`src/rtl/lcd_pkg.sv`:
```
`timescale 1ns/1ps
// Shared definitions for the HD44780-class text controller: command bytes,
// DDRAM row bases and the sequencer/byte-writer state encodings.
package lcd_pkg;

    localparam logic [7:0] CMD_FUNC_8B2L = 8'h38;
    localparam logic [7:0] CMD_DISP_ON   = 8'h0C;
    localparam logic [7:0] CMD_CLEAR     = 8'h01;
    localparam logic [7:0] CMD_ENTRY_INC = 8'h06;
    localparam logic [7:0] CMD_SET_DDRAM = 8'h80;

    localparam int INIT_LEN = 5;

    typedef enum logic [2:0] {
        ST_PWR_WAIT,
        ST_INIT,
        ST_LATCH,
        ST_REFRESH,
        ST_DONE,
        ST_IDLE
    } top_state_t;

    typedef enum logic [1:0] {
        W_IDLE,
        W_SETUP,
        W_STROBE,
        W_HOLD
    } wr_state_t;

    function automatic logic [7:0] init_cmd(input logic [2:0] idx);
        case (idx)
            3'd0, 3'd1: init_cmd = CMD_FUNC_8B2L;
            3'd2:       init_cmd = CMD_DISP_ON;
            3'd3:       init_cmd = CMD_CLEAR;
            default:    init_cmd = CMD_ENTRY_INC;
        endcase
    endfunction

    function automatic logic [7:0] row_base(input logic [1:0] row);
        case (row)
            2'd0:    row_base = 8'h00;
            2'd1:    row_base = 8'h40;
            2'd2:    row_base = 8'h14;
            default: row_base = 8'h54;
        endcase
    endfunction

    function automatic int cnt_width(input int a, input int b);
        return $clog2(((a > b) ? a : b) + 1);
    endfunction

endpackage

```
`src/rtl/lcd_text_ctrl_writer.sv`:
```
`timescale 1ns/1ps
// One LCD bus transfer: SETUP (1 cycle), STROBE (EN_CYC), HOLD (CMD_CYC or
// CLR_CYC after a clear command). done marks the last HOLD cycle.
module lcd_byte_writer
    import lcd_pkg::*;
#(
    parameter int EN_CYC  = 12,
    parameter int CMD_CYC = 2000,
    parameter int CLR_CYC = 82000,
    parameter int CNT_W   = 17
) (
    input  logic       clk,
    input  logic       rst,
    input  logic       start,
    input  logic       rs,
    input  logic [7:0] data,
    output logic       ready,
    output logic       done,
    output logic [7:0] lcd_data,
    output logic       lcd_rs,
    output logic       lcd_en
);

    wr_state_t        state, next_state;
    logic [CNT_W-1:0] cnt;
    logic [CNT_W-1:0] hold_last;
    logic             is_clear;

    always_comb begin
        hold_last  = is_clear ? CNT_W'(CLR_CYC - 1) : CNT_W'(CMD_CYC - 1);
        done       = (state == W_HOLD) && (cnt == hold_last);
        ready      = (state == W_IDLE) || done;
        next_state = state;
        case (state)
            W_IDLE:   if (start) next_state = W_SETUP;
            W_SETUP:  next_state = W_STROBE;
            W_STROBE: if (cnt == CNT_W'(EN_CYC - 1)) next_state = W_HOLD;
            W_HOLD:   if (done) next_state = start ? W_SETUP : W_IDLE;
            default:  next_state = W_IDLE;
        endcase
    end

    // NOTE: sequential state uses non-blocking assignments; lcd_en is registered
    // from next_state so it is glitch-free and the async reset drops it at once.
    always_ff @(posedge clk or posedge rst) begin
        if (rst) begin
            state    <= W_IDLE;
            cnt      <= '0;
            is_clear <= 1'b0;
            lcd_data <= '0;
            lcd_rs   <= 1'b0;
            lcd_en   <= 1'b0;
        end else begin
            state  <= next_state;
            cnt    <= (next_state == state && state != W_IDLE) ? cnt + 1'b1 : '0;
            lcd_en <= (next_state == W_STROBE);
            if (ready && start) begin
                lcd_data <= data;
                lcd_rs   <= rs;
                is_clear <= !rs && (data == CMD_CLEAR);
            end
        end
    end

endmodule

```
`src/rtl/lcd_text_ctrl.sv`:
```
`timescale 1ns/1ps
// Character-LCD controller: power-up wait, init command list, then frame
// redraws of a ROWS x COLS text snapshot with per-row DDRAM addressing.
module lcd_text_ctrl
    import lcd_pkg::*;
#(
    parameter int COLS      = 16,
    parameter int ROWS      = 2,
    parameter int PWRUP_CYC = 750000,
    parameter int EN_CYC    = 12,
    parameter int CMD_CYC   = 2000,
    parameter int CLR_CYC   = 82000
) (
    input  logic                   clk,
    input  logic                   rst,
    input  logic [ROWS*COLS*8-1:0] data_in,
    input  logic                   update,
    output logic                   busy,
    output logic [7:0]             lcd_data,
    output logic                   lcd_rs,
    output logic                   lcd_rw,
    output logic                   lcd_en
);

    localparam int CNT_W = cnt_width(PWRUP_CYC, CLR_CYC);
    localparam int NBITS = ROWS * COLS * 8;

    top_state_t       state, next_state;
    logic [CNT_W-1:0] cnt;
    logic [2:0]       init_idx;
    logic [1:0]       row;
    logic [5:0]       col;
    logic             addr_phase;
    logic [NBITS-1:0] snapshot;
    logic             pending;
    logic             last_char;

    logic             wr_start, wr_rs, wr_ready, wr_done;
    logic [7:0]       wr_data;

    lcd_byte_writer #(
        .EN_CYC  (EN_CYC),
        .CMD_CYC (CMD_CYC),
        .CLR_CYC (CLR_CYC),
        .CNT_W   (CNT_W)
    ) u_writer (
        .clk      (clk),
        .rst      (rst),
        .start    (wr_start),
        .rs       (wr_rs),
        .data     (wr_data),
        .ready    (wr_ready),
        .done     (wr_done),
        .lcd_data (lcd_data),
        .lcd_rs   (lcd_rs),
        .lcd_en   (lcd_en)
    );

    assign busy   = (state != ST_IDLE);
    assign lcd_rw = 1'b0;

    // NOTE: every signal written here gets a default first, so no latch is inferred.
    always_comb begin
        next_state = state;
        wr_start   = 1'b0;
        wr_rs      = 1'b0;
        wr_data    = '0;
        last_char  = (row == 2'(ROWS - 1)) && (col == 6'(COLS - 1));
        case (state)
            ST_PWR_WAIT: if (cnt == CNT_W'(PWRUP_CYC - 1)) next_state = ST_INIT;
            ST_INIT: begin
                if (wr_ready) begin
                    wr_start = 1'b1;
                    wr_data  = init_cmd(init_idx);
                    if (init_idx == 3'(INIT_LEN - 1)) next_state = ST_LATCH;
                end
            end
            ST_LATCH: next_state = ST_REFRESH;
            ST_REFRESH: begin
                if (wr_ready) begin
                    wr_start = 1'b1;
                    if (addr_phase) begin
                        wr_data = CMD_SET_DDRAM | row_base(row);
                    end else begin
                        wr_rs   = 1'b1;
                        wr_data = snapshot[NBITS-1 -: 8];
                        if (last_char) next_state = ST_DONE;
                    end
                end
            end
            // Wait for the last byte's hold so busy covers the whole frame.
            ST_DONE: if (wr_done) next_state = (pending || update) ? ST_LATCH : ST_IDLE;
            ST_IDLE: if (update) next_state = ST_LATCH;
            default: next_state = ST_PWR_WAIT;
        endcase
    end

    // NOTE: snapshot is reset because its cleared value is part of the block's reset state.
    always_ff @(posedge clk or posedge rst) begin
        if (rst) begin
            state      <= ST_PWR_WAIT;
            cnt        <= '0;
            init_idx   <= '0;
            row        <= '0;
            col        <= '0;
            addr_phase <= 1'b0;
            snapshot   <= '0;
            pending    <= 1'b0;
        end else begin
            state <= next_state;
            cnt   <= (state == ST_PWR_WAIT && next_state == ST_PWR_WAIT) ? cnt + 1'b1 : '0;

            if (state == ST_INIT && wr_start) init_idx <= init_idx + 1'b1;

            if (state == ST_LATCH) begin
                snapshot   <= data_in;
                row        <= '0;
                col        <= '0;
                addr_phase <= 1'b1;
            end else if (state == ST_REFRESH && wr_start) begin
                if (addr_phase) begin
                    addr_phase <= 1'b0;
                end else begin
                    snapshot <= snapshot << 8;
                    if (col == 6'(COLS - 1)) begin
                        col        <= '0;
                        row        <= row + 1'b1;
                        addr_phase <= 1'b1;
                    end else begin
                        col <= col + 1'b1;
                    end
                end
            end

            // A request seen during the latch cycle is served by that latch.
            if (state == ST_LATCH) pending <= 1'b0;
            else if (update && state != ST_IDLE) pending <= 1'b1;
        end
    end

endmodule

```
`config.mk`:
```
export PLATFORM = sky130hd
export DESIGN_NAME = lcd_text_ctrl
export DESIGN_NICKNAME = d
export VERILOG_FILES = /design/src/rtl/lcd_pkg.sv /design/src/rtl/lcd_text_ctrl_writer.sv /design/src/rtl/lcd_text_ctrl.sv
export SDC_FILE = /design/constraint.sdc
export NUM_CORES = 1
export LEC_CHECK = 0
export ABC_CLOCK_PERIOD_IN_PS = 27200
export CAP_MARGIN = 20
export CORE_AREA = 4 4 156 158
export DETAILED_ROUTE_END_ITERATION = 10
export DIE_AREA = 0 0 160 162
export DONT_BUFFER_PORTS = 1
export PLACE_DENSITY = 0.79
export RECOVER_POWER = 100
export SLEW_MARGIN = 10
export SYNTH_ARGS = -nofsm -noshare
export SYNTH_HDL_FRONTEND = slang
export SYNTH_HIERARCHICAL = 1
export SYNTH_SLANG_ARGS = --single-unit
```
`constraint.sdc`:
```
create_clock -name clk -period 27.2 [get_ports clk]
set_input_delay 5.44 -clock clk [delete_from_list [all_inputs] [get_ports clk]]
set_output_delay 5.44 -clock clk [all_outputs]
set_load 0.01 [all_outputs]
```
==> flow_metrics.env <==
export IMPL_timing_critical_path_mode_cell="nand2_1"
export IMPL_detailed_place_area_um2=15000
export IMPL_arrival_ns=14.55
export IMPL_ctsResizeCount=0
export IMPL_synth_async_reset_ratio_pct=100
export IMPL_finalNetCount=1924
export IMPL_gp_congestion=0.874
export IMPL_timing_critical_path_slowest_stage_cell="clkinvlp_2"
export IMPL_period_utilisation_layout_pct=52.2
export IMPL_synth_avg_cell_area_um2=8.69
export IMPL_combinationalPowerShare_pct=2.5
export IMPL_clockPowerShare_pct=47.9
export IMPL_wire_length_of_the_first_global_routing_pass_um=58200
export IMPL_drt_antenna_violating_nets=0
export IMPL_path_buf_inv=3
export IMPL_critical_path_s_largest_stage_delay_ns=5.80
export IMPL_dominantRegCellSynth="dfrtp_1"
export IMPL_min_path_type="reg -> reg"
export IMPL_grt_overflow=0
export IMPL_cts_setup_buffers=0
export IMPL_drt_iter0_markers=1188
export IMPL_initial_antenna_violation_count=2
export IMPL_pwr_share_seq_pct=49.6
export IMPL_finalHoldViolCount=0
export IMPL_worstSetupEndpointType="flip-flop"
export IMPL_final_period_minus_worst_setup_slack_ns=14.20
export IMPL_grt_pass1_vias=11400
export IMPL_failing_checks="capacitance limit, slew limit"
export IMPL_area_delta_synth_final_pct=7.63
export IMPL_place_port_buffers=0
export IMPL_worst_pin_slew_ns=5.74
export IMPL_tritoncts="yes"
export IMPL_fin_tns_setup_ns=0
export IMPL_maxSlewViolCount=763
export IMPL_die_height_um=162
export IMPL_nFillCells=1805
export IMPL_drcViolationCount=0
export IMPL_setup_slack_reg_to_reg_ns=13.00
export IMPL_grt_util_all_layers_pct=26.9
export IMPL_outcome="complete, but fails checks"
export IMPL_final_cell_mix="nand2_1, dfrtp_1, nor2_1, a31oi_1, a22oi_1"
export IMPL_leakage_nw=7.10
export IMPL_clk_transition_reported_paths_ns=0.06
export IMPL_netlist_area_um2=15000
export IMPL_detail_route_wl_per_cell_um=18.2
export IMPL_tritoncts_num_buffers=35
export IMPL_crit_required_ns=27.56
export IMPL_finalSetupViolations=0
export IMPL_number_of_enable_flip_flop_cells_after_synthesis=0
export IMPL_route_vias_total=12100
export IMPL_hpwl_um=22700
export IMPL_floorplan_io_pins=271
export IMPL_critical_path_cell_chain="ha_1 > and3_1 > nand4_1 > o22a_1 > inv_1 > and4b_1 > nand2_1 > clkinvlp_2 > clkbuf_1 > nand2_1 > a31oi_1"
export IMPL_worst_slew_margin_rel_pct=-285
export IMPL_floorplan_initialDensity_pct=64.8
export IMPL_detail_route_vias_per_cell=6.13
export IMPL_core_area_um2=23100
export IMPL_commonest_non_fill_non_tap_cell_in_the_layout="nand2_1"
export IMPL_clock_fmax_mhz=70.4
export IMPL_p_int_mw=0.808
export IMPL_share_of_final_layout_standard_cells_stronger_than_drive_strength_1_pct=4.47
export IMPL_netSwitchingPower_mw=0.212
export IMPL_cts_path_max_buffers=3
export IMPL_dr_pass1_iters=5
export IMPL_area_used_by_multi_input_combinational_logic_um2=6200
export IMPL_finalInstanceArea_um2=16100
export IMPL_critical_path_top_delay_family="buffers and inverters"
export IMPL_synth_cells=1725
export IMPL_grt_start_max_net_pins=168
export IMPL_h_tree_depth=2
export IMPL_cp_start_kind="flip-flop"
export IMPL_layout_skew_ns=0.0212
export IMPL_wl_um=35800
export IMPL_die_area_um2=25900
export IMPL_ir_drop_mv=0.0556
export IMPL_tritoncts_num_sinks=325
export IMPL_rsz0062_at_grt="false"
export IMPL_cts_hold_buf=0
export IMPL_row_count=56
export IMPL_mappedNetlistNets=1995
export IMPL_yosysSeqAreaShare_pct=54.3
export IMPL_netlist_cell_type_count=65
export IMPL_criticalPathCategory="reg -> reg"
export IMPL_die_width_um=160
export IMPL_yosys_register_bits=325
export IMPL_cp_max_fo=167
export IMPL_buffer_type_at_the_clock_tree_root="clkbuf_16"
export IMPL_timing_max_cap_violations=8
export IMPL_switching_share_pct=20.8
export IMPL_worstSkewPairLatency_ns=0.51
export IMPL_synth_warnings=6
export IMPL_power_density_cell_area_nw_per_um2=63.3
export IMPL_area_sequential_um2=8130
final timing paths:
| path | start | endpoint | depth (start not counted) |
|---|---|---|---|
| min | snapshot[42] | snapshot[42] | 2 |
| min reg2reg | snapshot[42] | snapshot[42] | 2 |
| max reg2reg | u_writer/cnt[0] | snapshot[230] | 11 |
| max in group asynchronous | rst | snapshot[117] | 3 |
| min in group asynchronous | rst | u_writer/lcd_data[6] | 2 |
| max | u_writer/cnt[0] | snapshot[230] | 11 |
synth_stat cells (11+ instances only):
master,number,area [um2]
xnor2_1,18,158
a21oi_1,22,110
inv_1,27,101
buf_1,11,41.3
a22oi_1,56,420
dfrtp_1,325,8130
o21ai_0,14,70.1
nand3_1,16,80.1
nand2_1,527,1980
ha_1,11,138
buf_2,16,80.1
a31oi_1,189,1180
nor2_1,241,905
xor2_1,13,114
o21ai_1,13,65.1
clkbuf_1,88,330
nor3_1,12,60.1
nand4_1,14,87.6
registers in the layout, indices dropped and copies added, names as in the netlist, 2 cells and up:
| name | count |
|---|---|
| snapshot | 256 |
| cnt | 20 |
| u_writer/cnt | 20 |
| u_writer/lcd_data | 8 |
| col | 6 |
| init_idx | 3 |
| state | 3 |
| row | 2 |
| u_writer/state | 2 |
worst reg2reg max path, stage by stage (launching register included):
cell and delay (ns):
dfrtp_1 0.40, ha_1 0.25, and3_1 0.26, nand4_1 0.28
o22a_1 0.45, inv_1 0.16, and4b_1 0.33, nand2_1 3.04
clkinvlp_2 5.80, clkbuf_1 2.15, nand2_1 0.78, a31oi_1 0.16
metal layers:
| metal | track usage [%] | vias up | wire [um] |
|---|---|---|---|
| li1 | - | 5734 | - |
| met1 | 38.8 | 5879 | 15100 |
| met2 | 40.0 | 396 | 16700 |
| met3 | 8.65 | 52 | 3220 |
| met4 | 7.35 | 0 | 755 |
| met5 | 0 | - | 0 |
through the flow:
step	util (%)	power [mW]	std cells	hold WS (ns)	setup slack, ns
floorplan	-	0.533	1725	0.442	13.70
global placement	64.7	0.539	1902	0.458	20.01
detailed placement	64.7	0.541	1902	0.464	20.01
CTS	69.8	1.03	1962	0.478	20.27
global route	69.8	1.06	1969	0.502	11.66
finish	69.8	1.02	1969	0.475	13.00
power groups by stage:
stage	Clock [mW]	Sequential, mW	Combinational (mW)
6_report	0.489	0.506	0.0255
5_1_grt	0.518	0.507	0.0306
4_1_cts	0.497	0.506	0.0267
3_5_place_dp	0	0.514	0.0264
3_3_place_gp	0	0.514	0.0253
2_1_floorplan	0	0.512	0.0212
cells by family (layout without fill, tap and decap cells):
logic type,Yosys count,count (layout),synth area share (%)
compound gates,336,336,14.8
fa+ha+maj,11,11,0.918
other cells,1,3,0.0250
buf+inv,152,104,4.19
simple gates,867,867,23.8
xor+xnor,31,31,1.81
flops,325,325,54.3
mux,2,2,0.142
cell type report:
type                       instances  area share [%]
antenna                            2          0.0310
inverter                          28           0.667
multi-input combinational       1248            38.5
tap                              290            2.25
timing repair buffer              16           0.807
clock buffer                      53            6.67
clock inverter                     7           0.698
sequential                       325            50.4
Note: power is estimated with default switching activity, not from simulation.
